[config.mk]
export PLATFORM = sky130hd
export DESIGN_NAME = prog_loader
export DESIGN_NICKNAME = d
export VERILOG_FILES = /design/src/rtl/prog_loader_pkg.sv /design/src/rtl/prog_loader_assembler.sv /design/src/rtl/prog_loader.sv
export SDC_FILE = /design/constraint.sdc
export NUM_CORES = 1
export LEC_CHECK = 0
export ABC_AREA = 1
export ABC_CLOCK_PERIOD_IN_PS = 2050
export BUFFER_PORTS_ARGS = -buffer_cell sky130_fd_sc_hd__clkbuf_2
export CORE_MARGIN = 10
export CORE_UTILIZATION = 32
export CTS_CLUSTER_SIZE = 14
export DETAILED_ROUTE_END_ITERATION = 7
export PLACE_DENSITY_LB_ADDON = 0.12
export SKIP_LAST_GASP = 1
export SLEW_MARGIN = 20
export SYNTH_ARGS = -nofsm -noshare
export SYNTH_HDL_FRONTEND = slang
export SYNTH_SLANG_ARGS = --single-unit
[constraint.sdc]
create_clock -name clock -period 2.05 [get_ports clock]
set_input_delay 0.1025 -clock clock [delete_from_list [all_inputs] [get_ports clock]]
set_output_delay 0.1025 -clock clock [all_outputs]
set_load 0.02 [all_outputs]
[src/rtl/prog_loader_pkg.sv]
// prog_loader_pkg
//   Shared definitions for the boot-time program loader: FSM state encoding,
//   default start-of-frame marker, byte-index width, length-field width and
//   the running payload checksum helper.
//   Optional feature macro used by the loader: PROG_LOADER_CHECKSUM_EN.
package prog_loader_pkg;

    typedef enum logic [2:0] {
        ST_IDLE   = 3'd0,
        ST_LEN_LO = 3'd1,
        ST_LEN_HI = 3'd2,
        ST_DATA   = 3'd3,
        ST_WRITE  = 3'd4,
        ST_CHECK  = 3'd5,
        ST_DONE   = 3'd6,
        ST_ERROR  = 3'd7
    } state_e;

    localparam logic [7:0] SOF_BYTE_DEFAULT = 8'hA5;

    // Four bytes per instruction word -> two index bits.
    localparam int BYTE_IDX_W = 2;

    // The frame length field is two bytes wide.
    localparam int LEN_W = 16;

    // Running XOR over payload bytes.
    function automatic logic [7:0] csum_update(input logic [7:0] acc,
                                               input logic [7:0] data);
        return acc ^ data;
    endfunction

endpackage

[src/rtl/prog_loader_assembler.sv]
// prog_loader_assembler
//   Little-endian 4-byte word assembler. Each shifted byte enters at the top
//   of the word, so after four shifts the first byte sits in bits 7:0.
//   Ports:
//     clock, reset    : clock and asynchronous active-low reset
//     clear           : restart byte counting at byte 0 (start of payload)
//     shift_en        : accept in_byte into the word
//     in_byte         : payload byte
//     word            : assembled word (registered)
//     byte_idx        : index of the next byte to be accepted (0..3)
//     word_ready      : high for the one cycle after the 4th byte is shifted
module prog_loader_assembler
    import prog_loader_pkg::*;
(
    input  logic                  clock,
    input  logic                  reset,
    input  logic                  clear,
    input  logic                  shift_en,
    input  logic [7:0]            in_byte,
    output logic [31:0]           word,
    output logic [BYTE_IDX_W-1:0] byte_idx,
    output logic                  word_ready
);

    localparam logic [BYTE_IDX_W-1:0] IDX_ZERO = '0;
    localparam logic [BYTE_IDX_W-1:0] IDX_LAST = '1;
    localparam logic [BYTE_IDX_W-1:0] IDX_ONE  = BYTE_IDX_W'(1);

    logic [31:0]           word_r;
    logic [BYTE_IDX_W-1:0] byte_idx_r;
    logic                  word_ready_r;

    // Shift register, byte counter and completion flag.
    always_ff @(posedge clock or negedge reset) begin
        if (!reset) begin
            word_r       <= 32'h0000_0000;
            byte_idx_r   <= IDX_ZERO;
            word_ready_r <= 1'b0;
        end else if (clear) begin
            byte_idx_r   <= IDX_ZERO;
            word_ready_r <= 1'b0;
        end else if (shift_en) begin
            word_r       <= {in_byte, word_r[31:8]};
            byte_idx_r   <= byte_idx_r + IDX_ONE;
            word_ready_r <= (byte_idx_r == IDX_LAST);
        end else begin
            word_ready_r <= 1'b0;
        end
    end

    assign word       = word_r;
    assign byte_idx   = byte_idx_r;
    assign word_ready = word_ready_r;

endmodule

[src/rtl/prog_loader.sv]
// prog_loader
//   Boot-time instruction-memory writer. Receives a framed byte stream
//   (SOF, LEN_LO, LEN_HI, LEN*4 payload bytes [, checksum]) and writes each
//   little-endian 32-bit word to consecutive word addresses starting at 0.
//   The CPU is held disabled until a complete image has been accepted.
//   Optional feature macro: PROG_LOADER_CHECKSUM_EN adds a trailing XOR
//   checksum byte verified in the CHECK state.
//   Ports:
//     clock, reset       : clock, asynchronous active-low reset
//     in_valid/in_data   : byte stream, transfer on in_valid && in_ready
//     in_ready           : low only during the one-cycle WRITE state
//     mem_write_enable   : one-cycle write strobe
//     mem_address        : word address of the write
//     mem_write_data     : instruction word to write
//     cpu_enable         : high only in DONE
//     busy               : frame in progress (LEN_LO..CHECK)
//     done / error       : image accepted / frame rejected
//     word_count         : words written in the current frame
module prog_loader
    import prog_loader_pkg::*;
#(
    parameter int         ADDR_WIDTH = 8,
    parameter int         MAX_WORDS  = 256,
    parameter logic [7:0] SOF_BYTE   = SOF_BYTE_DEFAULT
) (
    input  logic                  clock,
    input  logic                  reset,
    input  logic                  in_valid,
    input  logic [7:0]            in_data,
    output logic                  in_ready,
    output logic                  mem_write_enable,
    output logic [ADDR_WIDTH-1:0] mem_address,
    output logic [31:0]           mem_write_data,
    output logic                  cpu_enable,
    output logic                  busy,
    output logic                  done,
    output logic                  error,
    output logic [ADDR_WIDTH:0]   word_count
);

    localparam int                    CNT_W    = ADDR_WIDTH + 1;
    localparam logic [LEN_W-1:0]      MAX_LEN  = LEN_W'(MAX_WORDS);
    localparam logic [LEN_W-1:0]      LEN_ZERO = '0;
    localparam logic [CNT_W-1:0]      CNT_ZERO = '0;
    localparam logic [CNT_W-1:0]      CNT_ONE  = CNT_W'(1);
    localparam logic [BYTE_IDX_W-1:0] IDX_LAST = '1;

`ifdef PROG_LOADER_CHECKSUM_EN
    // With a checksum, the end of payload leads to CHECK instead of DONE.
    localparam state_e END_STATE = ST_CHECK;
`else
    localparam state_e END_STATE = ST_DONE;
`endif

    state_e                state_r;
    state_e                next_state_s;
    logic [7:0]            len_lo_r;
    logic [LEN_W-1:0]      len_r;
    logic [CNT_W-1:0]      word_count_r;
    logic                  in_ready_r;
    logic                  busy_r;
    logic                  done_r;
    logic                  error_r;
    logic                  cpu_enable_r;

    logic                  accept_s;
    logic                  sof_s;
    logic [LEN_W-1:0]      len_in_s;
    logic [CNT_W-1:0]      wc_inc_s;
    logic                  last_word_s;
    logic                  asm_clear_s;
    logic                  asm_shift_s;
    logic [31:0]           asm_word_s;
    logic [BYTE_IDX_W-1:0] asm_byte_idx_s;
    logic                  asm_word_ready_s;

`ifdef PROG_LOADER_CHECKSUM_EN
    logic [7:0]            csum_r;
`endif

    // The handshake is judged against the registered ready the source sees.
    assign accept_s    = in_valid && in_ready_r;
    assign sof_s       = (in_data == SOF_BYTE);
    assign len_in_s    = {in_data, len_lo_r};
    assign wc_inc_s    = word_count_r + CNT_ONE;
    assign last_word_s = (LEN_W'(wc_inc_s) == len_r);

    prog_loader_assembler u_assembler (
        .clock      (clock),
        .reset      (reset),
        .clear      (asm_clear_s),
        .shift_en   (asm_shift_s),
        .in_byte    (in_data),
        .word       (asm_word_s),
        .byte_idx   (asm_byte_idx_s),
        .word_ready (asm_word_ready_s)
    );

    // State register.
    always_ff @(posedge clock or negedge reset) begin
        if (!reset) begin
            state_r <= ST_IDLE;
        end else begin
            state_r <= next_state_s;
        end
    end

    // Next-state logic and assembler controls.
    always_comb begin
        next_state_s = state_r;
        asm_clear_s  = 1'b0;
        asm_shift_s  = 1'b0;
        case (state_r)
            ST_IDLE: begin
                if (accept_s && sof_s) begin
                    next_state_s = ST_LEN_LO;
                end else begin
                    next_state_s = ST_IDLE;
                end
            end
            ST_LEN_LO: begin
                if (accept_s) begin
                    next_state_s = ST_LEN_HI;
                end else begin
                    next_state_s = ST_LEN_LO;
                end
            end
            ST_LEN_HI: begin
                if (accept_s) begin
                    if (len_in_s > MAX_LEN) begin
                        next_state_s = ST_ERROR;
                    end else if (len_in_s == LEN_ZERO) begin
                        next_state_s = END_STATE;
                    end else begin
                        next_state_s = ST_DATA;
                        asm_clear_s  = 1'b1;
                    end
                end else begin
                    next_state_s = ST_LEN_HI;
                end
            end
            ST_DATA: begin
                // SOF bytes here are ordinary payload; no mid-frame resync.
                if (accept_s) begin
                    asm_shift_s = 1'b1;
                    if (asm_byte_idx_s == IDX_LAST) begin
                        next_state_s = ST_WRITE;
                    end else begin
                        next_state_s = ST_DATA;
                    end
                end else begin
                    next_state_s = ST_DATA;
                end
            end
            ST_WRITE: begin
                if (last_word_s) begin
                    next_state_s = END_STATE;
                end else begin
                    next_state_s = ST_DATA;
                end
            end
`ifdef PROG_LOADER_CHECKSUM_EN
            ST_CHECK: begin
                if (accept_s) begin
                    if (in_data == csum_r) begin
                        next_state_s = ST_DONE;
                    end else begin
                        next_state_s = ST_ERROR;
                    end
                end else begin
                    next_state_s = ST_CHECK;
                end
            end
`endif
            ST_DONE, ST_ERROR: begin
                if (accept_s && sof_s) begin
                    next_state_s = ST_LEN_LO;
                end else begin
                    next_state_s = state_r;
                end
            end
            default: begin
                next_state_s = ST_IDLE;
            end
        endcase
    end

    // Length capture and written-word counter.
    always_ff @(posedge clock or negedge reset) begin
        if (!reset) begin
            len_lo_r     <= 8'h00;
            len_r        <= LEN_ZERO;
            word_count_r <= CNT_ZERO;
        end else begin
            if ((state_r == ST_LEN_LO) && accept_s) begin
                len_lo_r <= in_data;
            end
            if ((state_r == ST_LEN_HI) && accept_s) begin
                len_r        <= len_in_s;
                word_count_r <= CNT_ZERO;
            end else if (state_r == ST_WRITE) begin
                word_count_r <= wc_inc_s;
            end
        end
    end

`ifdef PROG_LOADER_CHECKSUM_EN
    // Running XOR of payload bytes, restarted with each new frame length.
    always_ff @(posedge clock or negedge reset) begin
        if (!reset) begin
            csum_r <= 8'h00;
        end else if ((state_r == ST_LEN_HI) && accept_s) begin
            csum_r <= 8'h00;
        end else if (asm_shift_s) begin
            csum_r <= csum_update(csum_r, in_data);
        end
    end
`endif

    // Status outputs registered from the upcoming state so they line up
    // exactly with the state they describe.
    always_ff @(posedge clock or negedge reset) begin
        if (!reset) begin
            in_ready_r   <= 1'b1;
            busy_r       <= 1'b0;
            done_r       <= 1'b0;
            error_r      <= 1'b0;
            cpu_enable_r <= 1'b0;
        end else begin
            in_ready_r   <= (next_state_s != ST_WRITE);
            busy_r       <= (next_state_s inside {ST_LEN_LO, ST_LEN_HI, ST_DATA,
                                                  ST_WRITE, ST_CHECK});
            done_r       <= (next_state_s == ST_DONE);
            error_r      <= (next_state_s == ST_ERROR);
            cpu_enable_r <= (next_state_s == ST_DONE);
        end
    end

    // The assembler flag is high exactly during WRITE; the counter still
    // holds the pre-increment value there, which is the write address.
    assign in_ready         = in_ready_r;
    assign busy             = busy_r;
    assign done             = done_r;
    assign error            = error_r;
    assign cpu_enable       = cpu_enable_r;
    assign mem_write_enable = asm_word_ready_s;
    assign mem_write_data   = asm_word_s;
    assign mem_address      = word_count_r[ADDR_WIDTH-1:0];
    assign word_count       = word_count_r;

endmodule

==> reports/results.md <==
Outcome
* run status: finished, final reports clean

Synth
* count of mapped cells out of synthesis: 420
* top-area cell type share of the netlist area: 0.537
* share of synthesized flip-flops with an asynchronous set or reset: 1.00
* number of distinct library cells after synthesis: 26
* library cell with the largest summed area after synthesis: dfrtp_1
* most frequent cell after synthesis: nand2_1
* fraction of the yosys area taken by sequential cells: 0.545
* top post-synthesis cells by count: 131 x nand2_1, 74 x dfrtp_1, 56 x inv_1
* Synth area leaders: dfrtp_1 54%, nand2_1 14%, o21ai_0 8.0%
* Synth Flop Type: dfrtp_1
* Mean Syn Cell Area: 8.21 um^2
* number of synthesized register bits: 75
* number of synthesized flops with an enable pin: 0
* YS warnings: 0
* netlist area before placement: 3450 um^2
* post-synthesis net count: 433

Worst setup path
* Worst setup EP type: register
* biggest fanout along the worst timing path: 6
* crit-path cells: ha_1, inv_1, nand2_1, nand2_1, nor2_1, nand2_1, nor2_2, nand3_1, nor2_1, nand3_1, nand2_1, nand3_1, nand2_1, inv_1
* worst setup path class: reg2reg
* number of buffers and inverters on the critical path: 2
* slowest stage delay, CP: 0.44 ns
* kind of launch point of the worst setup path: register
* CP Data Required Time: 2.29 ns
* arrival time reported for the critical path endpoint: 2.02 ns
* R2R Path Start: word_count[0]
* start point of the critical path: word_count[0]
* cell class contributing the biggest share of worst-path delay: simple AND/OR/NAND/NOR gates
* Most common cell on crit path: nand2_1
* Slowest-stage cell, CP: dfrtp_1

Pwr
* total net switching power: 2550 uW
* part of the power in the clock network: 0.206
* Sw Ratio: 0.417
* portion of total power attributed to sequential cells: 0.409
* Gate power share: 0.385
* Static Leak: 0.00218 uW
* power per standard cell area: 1460 nW/um^2
* Peak supply drop: 0.483 mV
* internal power summed over all cells: 3560 uW
* Power, Total: 6100 uW

Global routing
* maximum number of pins on one net before global-route repair: 47
* number of global-route vias before repair: 2795
* total global-route track usage: 0.117
* global-route wire length before repair: 14.4 mm
* antenna violations before repair: 0
* grt ovf: 0

Timing
* setup repair after global routing missed its margin: false
* Slew HR: 0.609
* worst hold slack across all endpoints: 0.0168 ns
* final worst-path cycle share: 0.869
* Pins Over Slew Limit: 0
* Post-Route Skew: 0.0110 ns
* minimum period implied by the final worst setup slack: 1.78 ns
* maximum clock rate: 561 MHz
* Finish-stage setup viols: 0
* worst-margin pin slew: 0.586 ns
* total negative slack for setup checks: 0 ns
* count of endpoints failing hold in the final timing report: 0

Clock network
* maximum level of the CTS H-tree: 3
* clock sink total: 75
* worst-case clock buffer depth: 2
* Root Buffer: clkbuf_8
* clock latency of the later-clocked register in the worst-skew pair: 0.35 ns
* clock-pin slew on the worst setup and hold paths: 0.08 ns
* clock buffers created by TritonCTS: 9
* Post-CTS Setup Repair Bufs: 0
* TritonCTS clock tree: done

Cells and area
* # diodes: 0
* Filler Cells Inserted: 1081
* combined area of the multi-input logic cells: 1250 um^2
* layout overhead on the synthesized area: 21.3%
* ratio of cells with drive above 1 in the final layout: 0.201
* Reg area: 1880 um^2
* count of nets after finishing: 505

Route
* First-pass DRT Iterations: 4
* residual antenna-violating net count after detailed routing: 0
* routed via count: 2880
* Post-route DRC: 0
* average via count per standard cell: 4.55
* total routed wirelength: 8.63 mm
* routed len/inst: 13.6 um
* initial detailed-routing violation count: 140

Die
* num rows: 37
* area of the die: 15300 um^2
* Boundary Pins: 66
* floorplan die height: 124 um
* starting density of the core: 0.331
* Die X-Extent: 124 um
* Core Region: 10400 um^2

Placed design
* Post-DP HPWL: 6.50 mm
* number of port buffers: 65
* gpl congestion: 0.809

Min path
* path class of the lowest-slack min-delay path: in2reg
* launch point of the worst hold path: in_data[6]

Flow run
* max-cap viol count: 0

==> worst min-delay path, stage by stage <==
cell      delay [ns]
clkbuf_2        0.11
nand2_1         0.05
o21ai_0         0.06
==> kinds of logic after synthesis <==
family	count (synthesis)	synth area share
xor gates and xnor gates	4	0.0142
AOI/OAI and AO/OA	66	0.0991
and+or+nand+nor	197	0.241
DFF	75	0.545
adders and majority gates	2	0.00726
buffers and inverters	76	0.0933
==> power by group through the flow <==
stage          logic (uW)  clock network (uW)  registers [uW]
6_report             2350                1260            2500
5_1_grt              2690                1370            2590
4_1_cts              2400                1300            2510
3_5_place_dp         2380                   0            2530
3_3_place_gp         2370                   0            2510
2_1_floorplan        1270                   0            2820
==> layout make-up <==
class / instances / share of cell area
Inverter: 57 / 0.0512
Clock inverter: 6 / 0.0216
Multi-Input combinational cell: 269 / 0.299
Clock buffer: 10 / 0.0305
Timing Repair Buffer: 80 / 0.108
Tap cell: 136 / 0.0407
Sequential cell: 75 / 0.449
==> metrics by stage <==
| stage | util | cells | worst slack (ns) | area, um^2 |
|---|---|---|---|---|
| after CTS | 0.401 | 633 | 0.201 | 4180 |
| after detailed placement | 0.376 | 613 | 0.221 | 3920 |
| final | 0.401 | 633 | 0.269 | 4180 |
| after global routing | 0.401 | 633 | 0.0201 | 4180 |
| after global placement | 0.376 | 613 | 0.250 | 3920 |
| after floorplan | - | 420 | 0.318 | 3450 |
==> layout by cell type (no fill, tap or decap), drive strengths merged <==
master,netlist,layout
nand3b,3,3
nand2,132,132
o21ai,56,56
clkinvlp,0,1
o22ai,5,5
xor2,3,3
o21bai,1,1
o31ai,1,1
buf,11,12
clkbuf,8,74
dlygate4sd3,0,4
dfrtp,74,74
xnor3,1,1
clkinv,0,3
a21oi,3,3
bufinv,0,2
inv,57,57
nor2,26,26
dfstp,1,1
nand4,5,5
ha,2,2
nand3,26,26
nor3,5,5
==> state kept, by name, summed over array words and instances (netlist names) <==
name and flops:
u_assembler.word 32, len_r 16, word_count 9, len_lo_r 8, state_r 3, u_assembler.byte_idx 2, busy 1, cpu_enable 1
error 1, in_ready 1, u_assembler.word_ready 1
==> metal layers <==
metal	vias to the layer above	routed length, um	GRT usage
li1	1473	-	-
met1	1347	4350	0.162
met2	48	3840	0.173
met3	12	299	0.0262
met4	0	138	0.0517
met5	-	0	0
==> worst paths after layout <==
check,end,slack [ns],cells past startpoint
worst max-delay path,busy,0.27,14
worst min-delay path,len_lo_r[6],0.02,3
worst max register to register,busy,0.27,14
worst min register to register,u_assembler.word[0],0.49,2
max in group asynchronous,in_ready,1.09,3
min in group asynchronous,word_count[3],0.29,2
==> timing repair <==
item	CTS	global route
hold endpoints to repair	45	0
endpoints found under the setup margin	0	3
hold buffers	4	0
gates resized for setup	0	1
Power figures use the tool's default switching activity.
